<file path="config.mk">
export PLATFORM = sky130hd
export DESIGN_NAME = mips_multicycle_control
export DESIGN_NICKNAME = d
export VERILOG_FILES = /design/src/rtl/mips_multicycle_control.sv
export SDC_FILE = /design/constraint.sdc
export NUM_CORES = 1
export LEC_CHECK = 0
export CAP_MARGIN = 0
export CORE_AREA = 2 2 46 48
export DETAILED_ROUTE_END_ITERATION = 10
export DIE_AREA = 0 0 48 50
export HOLD_SLACK_MARGIN = 0.02
export PLACE_DENSITY = 0.75
export SYNTH_ARGS = -nofsm -noshare
export SYNTH_HDL_FRONTEND = slang
export SYNTH_SLANG_ARGS = --single-unit
</file>
<file path="constraint.sdc">
create_clock -name clk -period 1.7 [get_ports clk]
set_input_delay 0.255 -clock clk [delete_from_list [all_inputs] [get_ports clk]]
set_output_delay 0.255 -clock clk [all_outputs]
set_load 0.1 [all_outputs]
</file>
<file path="src/rtl/mips_multicycle_control.sv">
// Main control FSM for the multi-cycle MIPS core: sequences fetch/decode/execute/memory/writeback.
// Optional macro CTRL_ILLEGAL_TRAP_EN: illegal opcodes lock into TRAP and raise illegal_op.
module mips_multicycle_control #(
  parameter logic [5:0] OP_RTYPE = 6'b000000,
  parameter logic [5:0] OP_LW    = 6'b100011,
  parameter logic [5:0] OP_SW    = 6'b101011,
  parameter logic [5:0] OP_BEQ   = 6'b000100,
  parameter logic [5:0] OP_J     = 6'b000010,
  parameter logic [5:0] OP_ORI   = 6'b001101
) (
  input  logic       clk,
  input  logic       reset_n,
  input  logic [5:0] opcode,
  input  logic       mem_ready,
  output logic       pc_write,
  output logic       pc_write_cond,
  output logic [1:0] pc_source,
  output logic       iord,
  output logic       mem_read,
  output logic       mem_write,
  output logic       ir_write,
  output logic       alu_src_a,
  output logic [1:0] alu_src_b,
  output logic [1:0] alu_op,
  output logic       reg_write,
  output logic       reg_dst,
  output logic       mem_to_reg,
  output logic       instr_done,
  output logic [3:0] state_o
`ifdef CTRL_ILLEGAL_TRAP_EN
  ,
  output logic       illegal_op
`endif
);

  typedef enum logic [3:0] {
    IDLE   = 4'd0,
    FETCH  = 4'd1,
    DECODE = 4'd2,
    MEMADR = 4'd3,
    MEMRD  = 4'd4,
    MEMWB  = 4'd5,
    MEMWR  = 4'd6,
    EXEC   = 4'd7,
    ALUWB  = 4'd8,
    BRANCH = 4'd9,
    JUMP   = 4'd10,
    IEXEC  = 4'd11,
    IWB    = 4'd12,
    TRAP   = 4'd13
  } state_t;

  state_t     state_reg;
  logic [5:0] op_q_reg;

  always_ff @(posedge clk or negedge reset_n) begin
    if (!reset_n) begin
      state_reg <= IDLE;
      op_q_reg  <= '0;
    end else begin
      case (state_reg)
        IDLE:   state_reg <= FETCH;
        FETCH:  if (mem_ready) state_reg <= DECODE;
        DECODE: begin
          op_q_reg <= opcode;
          if (opcode == OP_LW || opcode == OP_SW) state_reg <= MEMADR;
          else if (opcode == OP_RTYPE)            state_reg <= EXEC;
          else if (opcode == OP_BEQ)              state_reg <= BRANCH;
          else if (opcode == OP_J)                state_reg <= JUMP;
          else if (opcode == OP_ORI)              state_reg <= IEXEC;
`ifdef CTRL_ILLEGAL_TRAP_EN
          else                                    state_reg <= TRAP;
`else
          // Unknown opcodes retire silently as a NOP.
          else                                    state_reg <= FETCH;
`endif
        end
        // op_q_reg only ever holds lw or sw here.
        MEMADR: state_reg <= (op_q_reg == OP_SW) ? MEMWR : MEMRD;
        MEMRD:  if (mem_ready) state_reg <= MEMWB;
        MEMWB:  state_reg <= FETCH;
        MEMWR:  if (mem_ready) state_reg <= FETCH;
        EXEC:   state_reg <= ALUWB;
        ALUWB:  state_reg <= FETCH;
        BRANCH: state_reg <= FETCH;
        JUMP:   state_reg <= FETCH;
        IEXEC:  state_reg <= IWB;
        IWB:    state_reg <= FETCH;
`ifdef CTRL_ILLEGAL_TRAP_EN
        TRAP:   state_reg <= TRAP;
`endif
        default: state_reg <= IDLE;
      endcase
    end
  end

  // Moore decode of the state register; only FETCH/MEMWR gate a strobe with mem_ready.
  always_comb begin
    pc_write      = 1'b0;
    pc_write_cond = 1'b0;
    pc_source     = 2'b00;
    iord          = 1'b0;
    mem_read      = 1'b0;
    mem_write     = 1'b0;
    ir_write      = 1'b0;
    alu_src_a     = 1'b0;
    alu_src_b     = 2'b00;
    alu_op        = 2'b00;
    reg_write     = 1'b0;
    reg_dst       = 1'b0;
    mem_to_reg    = 1'b0;
    instr_done    = 1'b0;
    case (state_reg)
      FETCH: begin
        mem_read  = 1'b1;
        alu_src_b = 2'b01;
        ir_write  = mem_ready;
        pc_write  = mem_ready;
      end
      DECODE: alu_src_b = 2'b11;
      MEMADR: begin
        alu_src_a = 1'b1;
        alu_src_b = 2'b10;
      end
      MEMRD: begin
        mem_read = 1'b1;
        iord     = 1'b1;
      end
      MEMWB: begin
        reg_write  = 1'b1;
        mem_to_reg = 1'b1;
        instr_done = 1'b1;
      end
      MEMWR: begin
        mem_write  = 1'b1;
        iord       = 1'b1;
        instr_done = mem_ready;
      end
      EXEC: begin
        alu_src_a = 1'b1;
        alu_op    = 2'b10;
      end
      ALUWB: begin
        reg_write  = 1'b1;
        reg_dst    = 1'b1;
        instr_done = 1'b1;
      end
      BRANCH: begin
        alu_src_a     = 1'b1;
        alu_op        = 2'b01;
        pc_write_cond = 1'b1;
        pc_source     = 2'b01;
        instr_done    = 1'b1;
      end
      JUMP: begin
        pc_write   = 1'b1;
        pc_source  = 2'b10;
        instr_done = 1'b1;
      end
      IEXEC: begin
        alu_src_a = 1'b1;
        alu_src_b = 2'b10;
        alu_op    = 2'b11;
      end
      IWB: begin
        reg_write  = 1'b1;
        instr_done = 1'b1;
      end
      default: ;
    endcase
  end

  assign state_o = state_reg;
`ifdef CTRL_ILLEGAL_TRAP_EN
  assign illegal_op = (state_reg == TRAP);
`endif

endmodule

</file>
Word-level counts from Yosys, hierarchy flattened

Cells that the tools add are included.
W data, S select, Z words.

Flip-flop bits (word level): 10
Bits in latches: 0
Bits in writable memories: 0
Bits in read-only memories: 0
Bits of input ports: 9
Output and inout bits: 21
Memories: 0

Add/subtract/negate cells: 0
$mul: 0
Div/mod/pow operators: 0
Order comparisons: 0
Eq/ne operators: 21
Shift-type cells: 0
Mux-type cells: 24
Bitwise logic cells: 0
Reductions and logical operators: 11

Operators by type and width:

| kind                 | count |
|---|---|
| $mux W4              | 8 |
| $pmux W4 S8          | 1 |
| $eq A4 B4 Y1 const B | 5 |
| $eq A6 B6 Y1 const B | 3 |
| $eq A4 B3 Y1 const B | 4 |
| $pmux W2 S3          | 2 |
| $mux W1              | 9 |
| $eq A4 B2 Y1 const B | 2 |
| $eq A6 B2 Y1 const B | 1 |
| $eq A6 B3 Y1 const B | 1 |
| $eq A6 B4 Y1 const B | 1 |
| $logic_not A6 Y1     | 1 |
| $ne A2 B2 Y1 const B | 3 |
| $reduce_or A2 Y1     | 3 |
| $reduce_or A6 Y1     | 1 |
| $reduce_or A5 Y1     | 1 |
| $eq A4 B1 Y1 const B | 1 |
| $logic_not A4 Y1     | 1 |
| $pmux W1 S2          | 2 |
| $pmux W2 S2          | 1 |
| $reduce_or A4 Y1     | 1 |
| $reduce_and A3 Y1    | 1 |
| $reduce_or A3 Y1     | 1 |
| $mux W2              | 1 |
| $logic_or A1 B1 Y1   | 1 |

Logic depth before layout (Yosys ltp)

Gate-level depths: netlist of the first run.

Word-level depth: 7
Mapped depth: 5

Least setup slack after synthesis of the first run

No wires, ideal clock.

Path type: register to output
From: register state_reg[1], in the netlist state_o[1]
To: output alu_src_b[1]
Data arrival time: 3617 ps
Required time: 1445 ps
Setup slack: -2172 ps
Cell stages (with the launch flop): 4
Path through: dfrtp_1 > buf_4 > buf_2 > nor3b_1

Word-level cells in the longest chain between the ends: 3
Elaborated cells on any way between the ends: 6
Classes of those cells: eq/ne (4); mux (1); reduce/logical (1)

RTL lines:

| item                                         | line | RTL |
|---|---|---|
| start: declaration                           | 53   | `state_t state_reg;` |
| start signal: assignment                     | 79   | `MEMADR: state_reg <= (op_q_reg == OP_SW) ? MEMWR : MEMRD;` |
| $eq A4 B4 Y1 or $eq A4 B2 Y1 (tied branches) | 113  | `case (state_reg)` |
| $reduce_or A2 Y1 (no line)                   | --   |  |
| $pmux W2 S3 *                                | 113  |  |
| end: declaration                             | 23   | `output logic [1:0] alu_src_b,` |

Mark *: on every way between the ends. The rest lies on a longest branch, timed or not.

Worst setup path after layout of the first run

From: register state_reg[0], in the netlist state_o[0]
To: output instr_done

Word-level cells in the longest chain between the ends: 3
Elaborated cells on any way between the ends: 8
Classes of those cells: eq/ne (6); mux (1); reduce/logical (1)

RTL lines:

| item                                         | line | RTL |
|---|---|---|
| $eq A4 B4 Y1 or $eq A4 B3 Y1 (tied branches) | 113  |  |
| $reduce_or A5 Y1 (no line)                   | --   |  |
| $pmux W1 S2 *                                | 113  |  |
| end: declaration                             | 28   | `output logic instr_done,` |

Marks and branches as above.

==> results of run 1 <==
[what timing repair did]
action / 4_1_cts / 5_1_grt
endpoints found under the setup margin: 16 / 24
resized for setup: 14 / 3
pin swaps: 6 / 4
buffers inserted: 18 / 5
[power by group through the flow]
stage / sequential, uW / combinational [uW] / clock [uW]
after floorplan: 671 / 1740 / 0
after global placement: 551 / 2710 / 0
after detailed placement: 564 / 2760 / 0
after CTS: 472 / 3150 / 219
after global routing: 504 / 3410 / 224
final: 491 / 3330 / 213
[layout make-up]
cell class / count / share of cell area
Clock buffer: 4 / 0.02031
Inverter: 2 / 0.004202
Multi-Input combinational cell: 73 / 0.3669
Sequential cell: 10 / 0.1485
Tap cell: 27 / 0.01891
Timing Repair Buffer: 61 / 0.4412
[metal layers]
| metal | share of wire | global-route usage | vias up |
|---|---|---|---|
| met5 | 0 | 0 | - |
| met2 | 0.51 | 0.5200 | 100 |
| li1 | - | - | 442 |
| met4 | 0.043 | 0.1261 | 0 |
| met1 | 0.35 | 0.4371 | 515 |
| met3 | 0.094 | 0.05861 | 21 |
[cells by family (layout without fill, tap and decap cells)]
logic type             count (synthesis)  after routing  synth area share
AND/OR/NAND/NOR                       41             41            0.3013
multiplexers                           6              6           0.08794
buffers and inverters                 10             67           0.07002
XOR/XNOR                               2              2           0.02281
AO/OA/AOI/OAI                         24             24            0.1922
flip-flops                            10             10            0.3257
[cell usage after synthesis, drive strengths merged, types with 2 or more instances]
cell and n:
a21boi 2, a21oi 8, buf 6, clkbuf 2, dfrtp 10, inv 2
mux2 6, nand2 5, nand2b 6, nand3 2, nor2 14, nor3 8
nor3b 2, o21ai 6
[metrics by stage]
| stage | worst slack, ns | total power, uW | hold slack (ns) |
|---|---|---|---|
| floorplan | -0.4990 | 2406 | -0.04059 |
| global placement | 0.06283 | 3260 | 0.4895 |
| detailed placement | 0.03530 | 3325 | 0.4961 |
| CTS | -0.05080 | 3847 | 0.3044 |
| global route | -0.1752 | 4134 | 0.3426 |
| finish | -0.1442 | 4035 | 0.2941 |
[worst max-delay path: stages (launching register included)]
cell     delay (ns)
dfrtp_4        0.53
buf_6          0.15
a21oi_1        0.20
o21ai_1        0.15
o21ai_4        0.09
buf_12         0.19
[final timing paths]
path | from | to | cells after the start
max | state_o[0] | instr_done | 5
min | reset_n | op_q_reg[4] | 1
max reg2reg | state_o[2] | op_q_reg[2] | 5
min reg2reg | op_q_reg[3] | op_q_reg[3] | 1
max in group asynchronous | reset_n | state_o[2] | 1
min in group clk | op_q_reg[3] | op_q_reg[3] | 1
==> results.md, run 1 <==
* Final setup viols at 11
* Via count at 1078
* Vias per cell at 6.090
* I/O pin cnt at 30
* Critical path endpoint category: primary output
* Final Slew Violations at 0
* Drt drc at 0
* FILL cells at 49
* Detailed Routing Iterations Pass 1 at 4
* Synth Flop Type: dfrtp_1
* NetSw at 2204 uW
* Routed Antenna Nets at 0
* Crit path kind: reg2out
* Most frequent cells in the layout: buf_4 (24), buf_12 (23), nor2_4 (9)
* Total CTS buffers at 3
* Yosys top cell by area: dfrtp_1
* Flop pwr share at 0.122
* Clock Skews at 0.01083 ns
* Status: finished, violations left
* Max Clock Freq at 0.5422 GHz
* Worst Path Max Fanout at 7
* Clock tree buffer depth at 2
* Shortest period the worst path allows at 1.844 ns
* RSZ-0062 raised after global routing: yes
* Worst-path clk slew at 0.07 ns
* 1st-iter DRT viols at 55
* Critical path required time at 1.44 ns
* Setup TNS at -0.6139 ns
* Final period util at 1.085
* Syn nets at 102
* Post-Syn Area at 768.2 um^2
* Comb pwr share at 0.825
* Die W at 48 um
* IO Port Bufs at 29
* Worst Path Arrival at 1.59 ns
* Clock latency at the later pin of the worst-skew pair at 0.27 ns
* Placed insts at 151
* Switching Share at 0.5462
* Reg2reg setup slack at -0.01 ns
* Final instance area at 1787 um^2
* Synth area leaders: dfrtp_1 (33%), mux2_2 (8.8%), nor2_1 (6.8%), a21oi_1 (5.2%), nor3_1 (4.6%)
* Area of the multi-input gates at 655.6 um^2
* CTS root buf: clkbuf_4
* Share of layout cells above drive strength 1 at 0.6267
* Worst VDD drop at 0.002915 V
* Area of the core at 1902 um^2
* Startpoint Class: flip-flop
* DR WL/cell at 21.56 um
* Max_cap viols at 0
* Setup ws final at -0.1442 ns
* Post-synthesis sequential area ratio at 0.3257
* Clock share of power at 0.053
* Congestion Overflow GR at 0
* Vias in the first global route at 1075
* Global-route wire length before repair at 5554 um
* Relative slew margins at 0.6977
* Synthesis Warnings at 0
* Sinks on Clock Net at 10
* P_int at 1831 uW
* Most common cell after layout, fill and taps aside: buf_4
* Max reg flops at 6
* Final HPWL DP at 1887 um
* CTS tree: done
* Post-Place Cell Area at 1524 um^2
* Die height at 50 um
* Cts hold-fix bufs at 0
* H-Tree Depth at 1
* Post-synth EDFFs at 0
* Cell leakage power at 0.0007129 uW
* Layout Nets at 160
* Total Routing Usage GR at 0.3310
* Mapped Cells at 93
* Largest net degree at the start of global routing at 11
* GP Congestion at 0.8164
* Synth async-reset ratio at 1.000
* Violated checks: negative setup slack
* Util after Layout at 0.9395
* Top-area cell type share of the netlist area at 0.3257
* Slew @ Worst Pin at 0.4520 ns
* Die area at 2400 um^2
* Cell variety after synth at 34
* Total Routed Length at 3817 um
* Count of final hold-check violations at 0
* # diodes at 0
* #FFs+latches synth at 10
* Rows at 16
* Reg area at 265.3 um^2
* Initial antenna violation count at 0
* Finished Layout Cells at 177
* PD cells at 2258 nW/um^2
* Avg Inst Size Synth at 8.261 um^2
* Area Growth Syn to Fin at 132.6%
* Hold crit path type: in2async
* Starting Density at 0.4039
Note: power is estimated with default switching activity, not from simulation.
==> run 2: changes to the inputs <==
ABC_AREA = 1   (was default)
CORE_AREA = 2 2 45 47   (was 2 2 46 48)
DIE_AREA = 0 0 47 49   (was 0 0 48 50)
SKIP_LAST_GASP = 1   (was default)
==> run 2 against run 1 <==
Compared with the run above:
- the run now fails in global routing (5_1_grt)
- synthesized cell count is 19% higher
- synthesized area decreased by 7.3%
==> results.md, run 2 <==
* H-Tree Depth at 1
* I/O pin cnt at 30
* Adder-Cell Fraction of Synth Area at 0
* Cts hold-fix bufs at 0
* Initial antenna violation count at 0
* First Err: [ERROR DPL-0033] detailed placement checks failed during check placement.
* CTS root buf: clkbuf_4
* Die height at 49 um
* Cell variety after synth at 19
* IO Port Bufs at 29
* Rows at 16
* #FFs+latches synth at 10
* XOR/XNOR share of the synthesized area at 0
* Main combinational cell family by area after synthesis: simple AND/OR/NAND/NOR gates
* Synth area leaders: dfrtp_1 (35%), nand2_1 (21%), nor2_1 (10%), inv_1 (6.3%), nand3_1 (4.9%)
* Status: aborted with a tool error
* Compound-Gate Fraction of Synth Area at 0.1195
* Synth async-reset ratio at 1.000
* Synthesis Warnings at 0
* GP Congestion at 0.8238
* Post-synthesis sequential area ratio at 0.3515
* Syn nets at 120
* Total CTS buffers at 3
* Mapped Cells at 111
* Sinks on Clock Net at 10
* Top-area cell type share of the netlist area at 0.3515
* Starting Density at 0.3865
* Post-synth top cells: nand2_1 (39), nor2_1 (19), inv_1 (12), dfrtp_1 (10), nand3_1 (7)
* Multiplexer fraction of the synthesized cell area at 0
* Largest net degree at the start of global routing at 11
* Post-synth EDFFs at 0
* Yosys top cell by area: dfrtp_1
* Die W at 47 um
* Worst endpoint type: output port
* Final HPWL DP at 2033 um
* Stopping stage: global routing (5_1_grt)
* Post-Syn Area at 711.9 um^2
* Most frequent cell after synthesis: nand2_1
* Clock tree buffer depth at 2
* Post-GRT worst EP: instr_done
* Avg Inst Size Synth at 6.414 um^2
* Simple-gate share of the synthesized area at 0.4288
* Synth Flop Type: dfrtp_1
[run 2: changes by cell type after synthesis, sizes merged, moves of 4 or more]
cell | previous run | this run
a21oi | 8 | 2
mux2 | 6 | 0
buf | 6 | 2
nand3 | 2 | 7
nand2 | 5 | 42
nor2 | 14 | 20
nor3 | 8 | 2
inv | 2 | 14
nand2b | 6 | 0
[run 2: through the flow]
step / instances / instance area [um^2] / hold slack (ns) / setup TNS, ns / setup WS (ns)
2_1_floorplan: 111 / 933.4 / -0.04059 / -2.934 / -0.4437
3_3_place_gp: 171 / 1494 / 0.4546 / 0 / 0.1559
3_5_place_dp: 171 / 1494 / 0.4598 / 0 / 0.1337
4_1_cts: 188 / 1675 / 0.3085 / -0.6006 / -0.08362
[run 2: kinds of logic after synthesis]
group                  count (synthesis)
AO/OA/AOI/OAI                         13
buffers and inverters                 16
AND/OR/NAND/NOR                       72
flip-flops                            10
[run 2: repair_timing]
action,in CTS
resized for setup,10
setup endpoints to repair,11
pin swaps,7
buffers inserted,13
==> run 3: changes to the inputs <==
CORE_AREA = 2 2 63 65   (was 2 2 45 47)
DIE_AREA = 0 0 65 67   (was 0 0 47 49)
HOLD_SLACK_MARGIN = default   (was 0.02)
PLACE_DENSITY = default   (was 0.75)
PLACE_DENSITY_LB_ADDON = 0.15   (was default)
==> run 3 against run 2 <==
Compared with the run above:
- the flow now finishes, with violations (negative setup slack)
- synthesized area did not move
- synthesized cell count did not move
==> results.md, run 3 <==
* Most frequent cells in the layout: nand2_1 (30), buf_12 (23), buf_4 (21)
* # diodes at 0
* Drt drc at 0
* IO Port Bufs at 29
* Via count at 928
* Synth area leaders: dfrtp_1 (35%), nand2_1 (21%), nor2_1 (10%), inv_1 (6.3%), nand3_1 (4.9%)
* Layout Nets at 179
* Cells along the critical path: buf_6, inv_8, nand2_8, nor2_4, buf_4, buf_12
* Syn nets at 120
* Share of layout cells above drive strength 1 at 0.5562
* Largest net degree at the start of global routing at 11
* GP Congestion at 0.7490
* Pre-CTS setup slack at 0.1039 ns
* Violated checks: negative setup slack
* Compound-Gate Fraction of Synth Area at 0.1195
* Count of final hold-check violations at 0
* Initial antenna violation count at 0
* Clock latency at the later pin of the worst-skew pair at 0.23 ns
* Status: finished, violations left
* Mapped Cells at 111
* Synth Flop Type: dfrtp_1
* Max_cap viols at 0
* DR WL/cell at 12.18 um
* Total CTS buffers at 3
* Setup ws final at -0.06972 ns
* Final period util at 1.041
* Clock tree buffer depth at 2
* Max reg flops at 6
* Yosys top cell by area: dfrtp_1
* Max Clock Freq at 0.5651 GHz
* I/O pin cnt at 30
* Most common cell after layout, fill and taps aside: nand2_1
* Die area at 4355 um^2
* Main combinational cell family by area after synthesis: simple AND/OR/NAND/NOR gates
* Slowest cell on crit path: dfrtp_4
* Crit path kind: reg2out
* Clock Skews at 0.001636 ns
* Post-Syn Area at 711.9 um^2
* Hold crit path type: in2async
* Vias in the first global route at 891
* CTS root buf: clkbuf_8
* Vias per cell at 4.276
* Most frequent cell after synthesis: nand2_1
* Final Slew Violations at 0
* Die height at 67 um
* Multiplexer fraction of the synthesized cell area at 0
* Area Growth Syn to Fin at 154.7%
* Fin Hold WS at 0.3513 ns
* Largest stage delay on the critical path at 0.51 ns
* RSZ-0062 raised after global routing: yes
* Placed insts at 195
* Worst Path Max Fanout at 7
* Final HPWL DP at 2003 um
* Rows at 22
* Total Routed Length at 2643 um
* H-Tree Depth at 1
* Adder-Cell Fraction of Synth Area at 0
* Final setup viols at 11
* Routed Antenna Nets at 0
* Die W at 65 um
* Post-synth top cells: nand2_1 (39), nor2_1 (19), inv_1 (12), dfrtp_1 (10), nand3_1 (7)
* Reg area at 265.3 um^2
* Cell variety after synth at 19
* Post-synthesis sequential area ratio at 0.3515
* #FFs+latches synth at 10
* 1st-iter DRT viols at 32
* Synthesis Warnings at 0
* FILL cells at 320
* Critical path endpoint category: primary output
* Sinks on Clock Net at 10
* Congestion Overflow GR at 0
* Shortest period the worst path allows at 1.770 ns
* Worst-path clk slew at 0.05 ns
* Global-route wire length before repair at 4250 um
* Critical path required time at 1.44 ns
* Post-synth EDFFs at 0
* Finished Layout Cells at 217
* Startpoint Class: flip-flop
* Setup TNS at -0.5202 ns
* Area of the core at 3606 um^2
* Simple-gate share of the synthesized area at 0.4288
* Cts hold-fix bufs at 0
* Relative slew margins at 0.6744
* XOR/XNOR share of the synthesized area at 0
* Slew @ Worst Pin at 0.4869 ns
* CTS tree: done
* Top-area cell type share of the netlist area at 0.3515
* Starting Density at 0.1974
* Synth async-reset ratio at 1.000
* Detailed Routing Iterations Pass 1 at 4
* Area of the multi-input gates at 618.1 um^2
* Avg Inst Size Synth at 6.414 um^2
* Worst Path Arrival at 1.51 ns
* Total Routing Usage GR at 0.1308
run 3: cell counts after synthesis:
No cell type changed its count.
run 3: timing repair:
action                                  CTS  global route
pin swaps                                 8             4
gates cloned                              0             0
buffers inserted                         15             3
gates resized for setup                   9             8
endpoints found under the setup margin   10            13
run 3: worst paths after layout:
kind                              from       endpoint  slack [ns]  depth (start not counted)
setup / recovery            state_o[2]  pc_write_cond       -0.07                          6
hold / removal                 reset_n    op_q_reg[5]        0.35                          1
setup reg to reg            state_o[0]    op_q_reg[0]        0.11                          8
hold reg to reg            op_q_reg[5]    op_q_reg[5]        0.47                          2
max in group asynchronous      reset_n     state_o[0]        0.98                          1
min in group clk           op_q_reg[5]    op_q_reg[5]        0.47                          2
run 3: critical path: cells and delay by family (launching register included):
family | cells | cell delay, ns
flops | 1 | 0.51
buf+inv | 4 | 0.51
simple gates | 2 | 0.24
run 3: cell families (layout without fill, tap and decap cells):
| logic type | Yosys count | in the layout |
|---|---|---|
| compound gates | 13 | 13 |
| buf+inv | 16 | 74 |
| flops | 10 | 10 |
| simple gates | 72 | 72 |
run 3: area by class of cell:
type	instances	area share
Inverter	14	0.03934
Timing Repair Buffer	56	0.4099
Tap cell	48	0.03313
Multi-Input combinational cell	85	0.3409
Clock buffer	4	0.03037
Sequential cell	10	0.1463
run 3: stage by stage:
stage | util | cell area, um^2
after floorplan | - | 933.4
after global placement | 0.4244 | 1530
after detailed placement | 0.4244 | 1530
after CTS | 0.4830 | 1742
after global routing | 0.5028 | 1813
final | 0.5028 | 1813
run 3: routing by layer:
| layer | track usage | vias to the layer above | share of wire |
|---|---|---|---|
| li1 | - | 465 | - |
| met4 | 0.02394 | 0 | 0.0079 |
| met5 | 0 | - | 0 |
| met1 | 0.1538 | 445 | 0.42 |
| met2 | 0.2345 | 16 | 0.54 |
| met3 | 0.04054 | 2 | 0.035 |
Power of run 3 is left out: the tool's default activity adds up to more than one toggle a clock period on the data nets, which glitch-free logic cannot reach.
